### config.mk
export PLATFORM = sky130hd
export DESIGN_NAME = deglitch_sched
export DESIGN_NICKNAME = d
export VERILOG_FILES = /design/src/rtl/deglitch_sched_pkg.sv /design/src/rtl/deglitch_lane.sv /design/src/rtl/deglitch_sched.sv
export SDC_FILE = /design/constraint.sdc
export NUM_CORES = 1
export LEC_CHECK = 0
export CORE_MARGIN = 10
export CORE_UTILIZATION = 58
export CTS_CLUSTER_DIAMETER = 120
export DETAILED_ROUTE_END_ITERATION = 10
export GPL_ROUTABILITY_DRIVEN = 0
export PLACE_DENSITY = 0.84
export SETUP_SLACK_MARGIN = 0.2
export SKIP_CTS_REPAIR_TIMING = 1
export SYNTH_ARGS = -nofsm -noshare
export SYNTH_HDL_FRONTEND = slang
export SYNTH_SLANG_ARGS = --single-unit
### constraint.sdc
create_clock -name clk_16M -period 6.75 [get_ports clk_16M]
set_clock_uncertainty 0.15 [all_clocks]
set_input_delay 1.35 -clock clk_16M [delete_from_list [all_inputs] [get_ports clk_16M]]
set_output_delay 1.35 -clock clk_16M [all_outputs]
set_load 0.1 [all_outputs]
### src/rtl/deglitch_sched_pkg.sv
// Shared constants and types for the round-robin input deglitcher.
// One compare unit is time-shared across NUM_CH channels, one channel per slot.
package deglitch_sched_pkg;

   localparam int NUM_CH = 4;
   localparam int SLOT_W = 2;
   localparam int THR_W  = 4;

   localparam logic [THR_W-1:0] DEFAULT_THR = 4'd3;

   typedef logic [SLOT_W-1:0] slot_t;
   typedef logic [THR_W-1:0]  thr_t;
   typedef logic [NUM_CH-1:0] ch_vec_t;

   // A raw threshold of zero behaves exactly like a threshold of one.
   function automatic thr_t eff_thr_of(input thr_t thr);
      return (thr == '0) ? thr_t'(1) : thr;
   endfunction

endpackage

### src/rtl/deglitch_lane.sv
// Combinational single-channel evaluation: compares the synchronized level with
// the current output and produces the next counter, next level and flip flag.
module deglitch_lane
   import deglitch_sched_pkg::*;
(
   input  logic sync_bit,
   input  logic level,
   input  thr_t cnt,
   input  thr_t eff_thr,
   output logic nxt_level,
   output thr_t nxt_cnt,
   output logic flip
);

   logic disagree;
   logic at_limit;

   assign disagree = (sync_bit != level);
   assign at_limit = (cnt == thr_t'(eff_thr - thr_t'(1)));

   always_comb begin
      nxt_level = level;
      nxt_cnt   = '0;
      flip      = 1'b0;
      if (disagree) begin
         if (at_limit) begin
            nxt_level = sync_bit;
            flip      = 1'b1;
         end else begin
            // cnt stays below eff_thr, so the increment cannot wrap
            nxt_cnt = cnt + thr_t'(1);
         end
      end
   end

endmodule

### src/rtl/deglitch_sched.sv
// Four-channel deglitcher: 2-flop synchronizers on every line, then a single
// shared compare lane that visits one channel per clock in round-robin order.
module deglitch_sched
   import deglitch_sched_pkg::*;
#(
   parameter logic [THR_W-1:0] DEFAULT_THR = deglitch_sched_pkg::DEFAULT_THR
)
(
   input  logic             clk_16M,
   input  logic             rst_n,
   input  logic [NUM_CH-1:0] dat_i,
   input  logic             cfg_valid,
   input  logic [THR_W-1:0] cfg_thr,
   output logic             cfg_ready,
   output logic [NUM_CH-1:0] dat_o,
   output logic [NUM_CH-1:0] edge_o,
   output logic [THR_W-1:0] thr_o
);

   ch_vec_t sync_p0;
   ch_vec_t sync_p1;
   slot_t   slot;
   thr_t    thr;
   thr_t    cnt [NUM_CH];

   logic    xfer;
   logic    lane_sync;
   logic    lane_level;
   thr_t    lane_cnt;
   logic    lane_nxt_level;
   thr_t    lane_nxt_cnt;
   logic    lane_flip;
   ch_vec_t dat_nxt;
   ch_vec_t edge_nxt;

   assign cfg_ready = (slot == slot_t'(NUM_CH - 1));
   assign xfer      = cfg_valid && cfg_ready;
   assign thr_o     = thr;

   // Stage p0/p1: metastability synchronizer, runs on every channel every cycle
   always_ff @(posedge clk_16M or negedge rst_n) begin
      if (!rst_n) begin
         sync_p0 <= '0;
         sync_p1 <= '0;
      end else begin
         sync_p0 <= dat_i;
         sync_p1 <= sync_p0;
      end
   end

   // Evaluation stage: select the slot's channel into the shared lane
   assign lane_sync  = sync_p1[slot];
   assign lane_level = dat_o[slot];
   assign lane_cnt   = cnt[slot];

   deglitch_lane u_lane (
      .sync_bit  (lane_sync),
      .level     (lane_level),
      .cnt       (lane_cnt),
      .eff_thr   (eff_thr_of(thr)),
      .nxt_level (lane_nxt_level),
      .nxt_cnt   (lane_nxt_cnt),
      .flip      (lane_flip)
   );

   always_comb begin
      dat_nxt        = dat_o;
      dat_nxt[slot]  = lane_nxt_level;
      edge_nxt       = '0;
      edge_nxt[slot] = lane_flip;
   end

   always_ff @(posedge clk_16M or negedge rst_n) begin
      if (!rst_n) begin
         slot   <= '0;
         thr    <= DEFAULT_THR;
         dat_o  <= '0;
         edge_o <= '0;
         for (int k = 0; k < NUM_CH; k++) cnt[k] <= '0;
      end else begin
         slot   <= slot + slot_t'(1);
         dat_o  <= dat_nxt;
         edge_o <= edge_nxt;
         // A config transfer restarts every count, overriding the slot-3 update
         if (xfer) begin
            thr <= cfg_thr;
            for (int k = 0; k < NUM_CH; k++) cnt[k] <= '0;
         end else begin
            cnt[slot] <= lane_nxt_cnt;
         end
      end
   end

endmodule
==> impl_metrics.toml, run 1 <==
[synthesis]
synth_most_common_cell = "dfrtp_1"
synth_fa_ha_area_frac = 0.04158
avgSynthCellArea_sq_um = 11.21
netlist_area_sq_um = 1805
synth_xor_area_frac = 0.03396
synth_enable_flop_cells = 0
yosys.area.top_type = "dfrtp_1"
synthCells = 161
ys_seq_area_frac = 0.5281
yosys-top-cells-area = "dfrtp_1 50%, mux4_2 7.5%, ha_1 4.2%"
synthSimpleGateAreaFrac = 0.1365
ys_warn_count = 0
synth_compound_area_frac = 0.1247
post_synth_num_cell_types = 32
synth_top_family_by_area = "simple AND/OR/NAND/NOR gates"
synth_top_area_frac = 0.4990
synth_ff_type = "dfrtp_1"
synth-seq-cells = 38
synthArstFlopShare = 1.000
syn-num-nets = 178
synth_common_cells = "36 x dfrtp_1, 15 x nand2_1, 11 x nand2b_1, 9 x a21oi_1, 9 x inv_1"
synthMuxAreaShare = 0.08593

[run]
drv_cap = 0

[route]
firstDrtPassIters = 4
vias = 1326
viasPerCell = 5.867
ant_nets = 0
drt_wl_total_um = 4066
drc = 0
drtIter0Drc = 89
routedWlPerCell_um = 17.99

[status]
status = "finished, final reports clean"

[placement]
dp_slack_ps = 2975
place_inst = 218
io_buffer_count = 23
hpwlAfterDp_um = 2845

[sta]
tns_ps = 0
fmax_mhz = 238.7
setup_ws_ps = 2561
worst_pin_slew_ps = 1059
rsz0062_at_grt = "no"
fin_crit_ps = 4189
fin_hold_ws_ps = 212.9
hold_viol = 0
drv_slew = 0
setup_viol = 0
max_slew_margin = 0.2941
fin_crit_sh = 0.6206

[critical_path]
path_class = "reg -> out"
path_cells = "ha_1, clkdlybuf4s50_1"
cp_slowest_stage_delay_ps = 1220
critPathArrivalTime_ps = 2690
required_ps = 5250
reg2reg_slack_ps = 3500
cp_slowest_cell = "clkdlybuf4s50_1"
path_buf_inv = 1
r2r_cells = 5
cp_max_fo = 12
critical-path-top-delay-family = "buffers and inverters"
cp-end-kind = "primary output"
startpoint_type = "register"
crit-reg2reg-launch = "slot[0]"
r2r_end = "cnt[2]"

[global_routing]
antenna_found_initial = 0
grt-ovfl-total = 0
grt_pass1_wl_um = 7058
groute.usage.overall = 0.1647
grt_pass1_vias = 1387
grt_max_degree = 39

[cells_and_area]
syn2layout_area_growth_pct = 17.74
diodes = 0
nets = 198
final_core_util = 0.7021
stdcell_count = 226
drive_above_1_share = 0.09890

[clocking]
cts-root-buf = "clkbuf_4"
cts_tree = "done"
clk_pin_slew_ps = 120
cts_buffers = 5
clk_path_buf_depth = 2
clock_latency_ps = 360
cts.sinks = 38
htreeDepth = 2

[floorplan]
die_h_um = 75.80
rows = 20
die_area_sq_um = 5745
start_util = 0.5963
core_sq_um = 3028
die_x_um = 75.80
io-pin-count = 24

[pwr]
ir_drop_mv = 0.2506
power_density_nw_per_um2 = 318.5
leakagePower_nw = 0.9149

[hold_path]
worst_hold_path.endpoint = "sync_p1[1]"
hold_path_class = "reg -> reg"
min_from = "sync_p0[1]"
holdPathStages = 0
==> kinds of logic (layout without fill, tap and decap cells) <==
| logic type | after synthesis | count (layout) |
|---|---|---|
| and+or+nand+nor | 47 | 47 |
| DFF | 38 | 38 |
| AOI/OAI and AO/OA | 35 | 35 |
| buffers and inverters | 20 | 41 |
| muxes | 8 | 8 |
| xor gates and xnor gates | 7 | 7 |
| adders and majority gates | 6 | 6 |
==> cell type report <==
cell class | count | area, sq um
Inverter | 9 | 33.78
Fill cell | 235 | 902.1
Multi-Input combinational cell | 103 | 763.2
Sequential cell | 38 | 953.4
Clock buffer | 5 | 37.54
Timing Repair Buffer | 24 | 237.7
Tap cell | 44 | 55.05
Clock inverter | 3 | 45.04
==> worst max path at each step <==
stage,startpoint,endpoint,slack (ps),depth (start not counted)
after floorplan,slot[0],cfg_ready,4070,1
after global placement,slot[0],cfg_ready,3020,2
after detailed placement,slot[0],cfg_ready,2980,2
after CTS,slot[0],cfg_ready,2570,2
after global routing,slot[0],cfg_ready,2400,2
final,slot[0],cfg_ready,2560,2
==> sequential cells by signal (all words and copies together) (netlist names) <==
signal   flops
sync_p1      4
cnt         16
thr_o        4
slot         2
dat_o        4
sync_p0      4
edge_o       4
==> per-layer routing <==
metal	GRT usage	wire length, um	vias to the layer above
li1	-	-	608
met1	0.2027	1655	673
met2	0.2594	2036	38
met3	0.06120	319	7
met4	0.05773	55	0
met5	0	0	-
==> where the power goes <==
part           switching, mW  internal, mW  total, mW
registers             0.0204         0.258      0.278
clock network         0.0789        0.0776      0.157
logic                  0.175        0.0669      0.242
==> cells in the final DEF (no fill, tap or decap), types with 2 or more instances in the layout <==
cell / count
a31oi_1: 4
nor3_1: 2
mux2i_1: 2
clkinvlp_4: 2
a21oi_1: 9
o2111ai_1: 6
xor2_1: 4
o211ai_1: 4
dfrtp_1: 36
mux4_2: 6
nand2_1: 15
ha_1: 6
xnor2_1: 3
o22ai_1: 3
nand2b_1: 11
clkdlybuf4s50_1: 23
dfstp_2: 2
inv_1: 9
and3_1: 4
nand3b_1: 3
o21ai_0: 6
clkbuf_4: 5
nor2_1: 7
==> metrics by stage <==
step           total power, mW  instance area [sq um]
6_report                0.6770                   2126
5_1_grt                 0.7084                   2126
4_1_cts                 0.6785                   2126
3_5_place_dp            0.5232                   2043
3_3_place_gp            0.5177                   2043
2_1_floorplan           0.4618                   1805
(Power assumes the default switching activity.)
==> run 2, diff against run 1 <==
Settings changed: CORE_UTILIZATION 58 to 49, PLACE_DENSITY 0.84 to 0.76.
Clock period 6.75 ns to 3.85 ns, I/O delays scaled along.
==> run 2 against run 1 <==
  * Via count decreased by 4.6%
  * Sequential power increased by 75%
  * Utilization decreased by 8.6 points
  * Die area increased by 13%
  * Clock power increased by 57%
  * Register-to-register slack got worse by 2500 ps
  * Combinational power increased by 75%
  * Flip-flop and latch count unchanged
  * Largest cell class unchanged
  * Largest power group unchanged
  * Highest routed layer unchanged
==> impl_metrics.toml, run 2 (synthesis results as in run 1) <==
[pwr]
comb_power_share = 0.366
pwr-share-seq = 0.420
leakagePower_nw = 0.9248
p_sw_frac = 0.3978
power_density_nw_per_um2 = 545.0
p_clk_frac = 0.214
p_int_uw = 696.4
switching_power_uw = 460.1
ir_drop_mv = 0.5268

[sta]
fmax_mhz = 352.3
fin_crit_sh = 0.7373
rsz0062_at_grt = "no"
worst_pin_slew_ps = 995.9
hold_viol = 0
fin_crit_ps = 2838
max_slew_margin = 0.3340
drv_slew = 0
tns_ps = 0
setup_viol = 0

[cells_and_area]
syn2layout_area_growth_pct = 17.53
layout_commonest_cell = "dfrtp_1"
drive_above_1_share = 0.1044
fin_area_sq_um = 2122
layout_common_cells = "36 x dfrtp_1, 20 x clkdlybuf4s50_1, 15 x nand2_1"
diodes = 0
nets = 199
largest_reg_flops = 16
top_register = "cnt"

[route]
drt_wl_total_um = 3858
viasPerCell = 5.548
firstDrtPassIters = 4
routedWlPerCell_um = 16.92
drtIter0Drc = 112
ant_nets = 0
vias = 1265
drc = 0

[floorplan]
die_x_um = 80.70
rows = 21
die_h_um = 80.70
start_util = 0.5245
die_area_sq_um = 6512
core_sq_um = 3442
io-pin-count = 24

[global_routing]
groute.usage.overall = 0.1318
antenna_found_initial = 0
grt_pass1_wl_um = 6693
grt_max_degree = 39
grt-ovfl-total = 0
grt_pass1_vias = 1390

[critical_path]
path_cells = "clkdlybuf4s50_1"
crit-reg2reg-launch = "slot[0]"
cp-end-kind = "primary output"
required_ps = 2930
path_class = "reg -> out"
critical-path-top-delay-family = "buffers and inverters"
path_buf_inv = 1
cp_max_fo = 6
r2r_cells = 4
cp_slowest_cell = "clkdlybuf4s50_1"
reg2reg_slack_ps = 1020
startpoint_type = "register"
cp_slowest_stage_delay_ps = 1180
critPathArrivalTime_ps = 1920
r2r_end = "cnt[11]"

[clocking]
clock_latency_ps = 280
clk_path_buf_depth = 2
cts_tree = "done"
cts_buffers = 5
cts.sinks = 38
clk_pin_slew_ps = 70
cts-root-buf = "clkbuf_8"
htreeDepth = 2

[placement]
place_area_sq_um = 2046
io_buffer_count = 23
hpwlAfterDp_um = 2760

[run]
drv_cap = 0

[hold_path]
worst_hold_path.endpoint = "sync_p1[3]"
holdPathStages = 0
min_from = "sync_p0[3]"
hold_path_class = "reg -> reg"

[status]
status = "finished, final reports clean"
## run 2: worst max path at each step
stage	depth (start not counted)	start	slack, ps	endpoint
detailed placement	4	slot[0]	1040	cnt[11]
global placement	5	slot[0]	1180	cnt[14]
floorplan	9	thr_o[3]	1300	cnt[11]
global route	4	slot[0]	730	cnt[11]
CTS	1	thr_o[3]	1000	thr_o[3]
finish	1	thr_o[3]	1010	thr_o[3]
## run 2: area by class of cell
class | count | area (sq um)
multi-input combinational | 103 | 763.2
timing repair buffer | 25 | 237.7
sequential | 38 | 953.4
clock buffer | 7 | 76.32
inverter | 9 | 33.78
tap | 46 | 57.56
fill | 277 | 1320
## run 2: metal layers
metal | vias to the layer above | track usage | wire length [um]
met3 | 5 | 0.05011 | 280
met4 | 0 | 0.04671 | 64
met2 | 39 | 0.2118 | 1830
met1 | 612 | 0.1579 | 1683
li1 | 609 | - | -
met5 | - | 0 | 0
## run 2: power by group through the flow
stage,combinational (mW),sequential (mW),clock (mW)
final,0.424,0.486,0.247
after global placement,0.416,0.491,0
after CTS,0.426,0.486,0.256
after detailed placement,0.424,0.493,0
after global routing,0.449,0.491,0.271
after floorplan,0.147,0.663,0
## run 2: per-stage QoR
stage	power (mW)	std cells	hold slack, ps	util	setup slack [ps]
global placement	0.9071	221	187.2	0.5943	1184
floorplan	0.8096	161	181.2	-	1301
CTS	1.168	228	207.6	0.6165	996.7
global route	1.212	228	217.1	0.6165	726.4
detailed placement	0.9176	221	185.7	0.5943	1038
finish	1.157	228	204.4	0.6165	1012
==> run 3, diff against run 2 <==
Settings changed: CORE_UTILIZATION 49 to 54, PLACE_DENSITY 0.76 to 0.79.
Clock period 3.85 ns to 2.7 ns, I/O delays scaled along.
==> run 3 against run 2 <==
  * Register-to-register slack worse by 800 ps
  * Die area down 7.0%
  * Design area up 5.2%
  * Largest power group unchanged
  * Largest cell class unchanged
  * Flip-flop and latch count unchanged
  * Combinational power rose by 52%
  * Total power is 59% higher
  * First-iteration DRC count up 9.8%
  * Critical path depth is 5 higher
  * Sequential share of layout area decreased by 2.0 points
==> impl_metrics.toml, run 3 (synthesis results as in run 1) <==
[clocking]
clock_latency_ps = 380
cts_buffers = 5
cts_tree = "done"
clk_path_buf_depth = 2
cts-root-buf = "clkbuf_4"
cts.sinks = 38
clk_pin_slew_ps = 120
htreeDepth = 2

[sta]
tns_ps = 0
max_slew_margin = 0.5212
setup_viol = 0
drv_slew = 0
fmax_mhz = 403.8
fin_crit_ps = 2476
hold_viol = 0
worst_pin_slew_ps = 716.0
rsz0062_at_grt = "no"
fin_crit_sh = 0.9171

[pwr]
leakagePower_nw = 1.008
ir_drop_mv = 0.6849
power_density_nw_per_um2 = 823.7
fin_total_pwr_mw = 1.839

[route]
routedWlPerCell_um = 17.92
drtIter0Drc = 123
viasPerCell = 5.809
ant_nets = 0
drc = 0
vias = 1371
firstDrtPassIters = 4
drt_wl_total_um = 4229

[critical_path]
r2r_cells = 6
startpoint_type = "register"
critPathArrivalTime_ps = 2630
cp-end-kind = "register"
path_class = "reg -> reg"
cp_max_fo = 7
required_ps = 2850

[cells_and_area]
largest_reg_flops = 16
diodes = 0
stdcell_count = 236
top_register = "cnt"
layout_commonest_cell = "dfrtp_1"
syn2layout_area_growth_pct = 23.63
drive_above_1_share = 0.2396
layout_common_cells = "33 x dfrtp_1, 21 x buf_4, 14 x nand2_1"
nets = 208

[floorplan]
rows = 20
core_sq_um = 3128
start_util = 0.5772
die_x_um = 77.82
die_h_um = 77.82
io-pin-count = 24
die_area_sq_um = 6056

[run]
drv_cap = 0

[global_routing]
grt_pass1_wl_um = 6982
grt_max_degree = 27
grt-ovfl-total = 0
antenna_found_initial = 0
gr-max-usage-layer = "met2"
grtUsageMet2 = 0.2454
use_met3 = 0.03226
grt_pass1_vias = 1427
use_met1 = 0.1689
groute.usage.overall = 0.1469

[hold_path]
hold_path_class = "reg -> reg"
holdPathStages = 0

[status]
status = "finished, final reports clean"

[placement]
hpwlAfterDp_um = 2865
place_inst = 223
io_buffer_count = 23
run 3: layer usage:
metal | wire length, um | part of all wire | vias to the layer above
li1 | - | - | 623
met1 | 1768 | 0.42 | 697
met2 | 2154 | 0.51 | 39
met3 | 195 | 0.046 | 12
met4 | 110 | 0.026 | 0
met5 | 0 | 0 | -
run 3: critical path: stages (launching register included):
cell     delay [ps]
dfrtp_2         420
mux4_2          600
mux2i_1         260
a22oi_2         180
buf_4           200
or3b_4          410
a31oi_1         190
run 3: final cells by class:
class | count | area, sq um
Fill cell | 221 | 895.9
Clock buffer | 5 | 37.54
Multi-Input combinational cell | 103 | 770.7
Clock inverter | 3 | 68.82
Tap cell | 44 | 55.05
Timing Repair Buffer | 34 | 309.0
Sequential cell | 38 | 957.2
Inverter | 9 | 33.78
run 3: power breakdown:
group / switching [mW] / internal (mW) / leakage [nW] / total (mW)
sequential: 0.0496 / 0.645 / 0.485 / 0.694
clock: 0.212 / 0.289 / 0.0554 / 0.502
combinational: 0.451 / 0.192 / 0.468 / 0.643
run 3: through the flow:
step	hold WS (ps)	setup slack [ps]	cell area, sq um	utilization
detailed placement	185.7	-203.3	2076	0.6636
CTS	221.9	-263.0	2182	0.6976
floorplan	94.41	268.6	1808	-
global route	228.0	138.6	2232	0.7136
global placement	186.1	2.583	2076	0.6636
finish	212.9	223.7	2232	0.7136
run 3: worst paths after layout:
path | startpoint | end | slack [ps]
hold reg to reg | sync_p0[1] | sync_p1[1] | 210
max in group asynchronous | rst_n | slot[0] | 1370
setup reg to reg | slot[0] | dat_o[1] | 220
hold / removal | sync_p0[1] | sync_p1[1] | 210
min in group asynchronous | rst_n | cnt[15] | 430
setup / recovery | slot[0] | dat_o[1] | 220
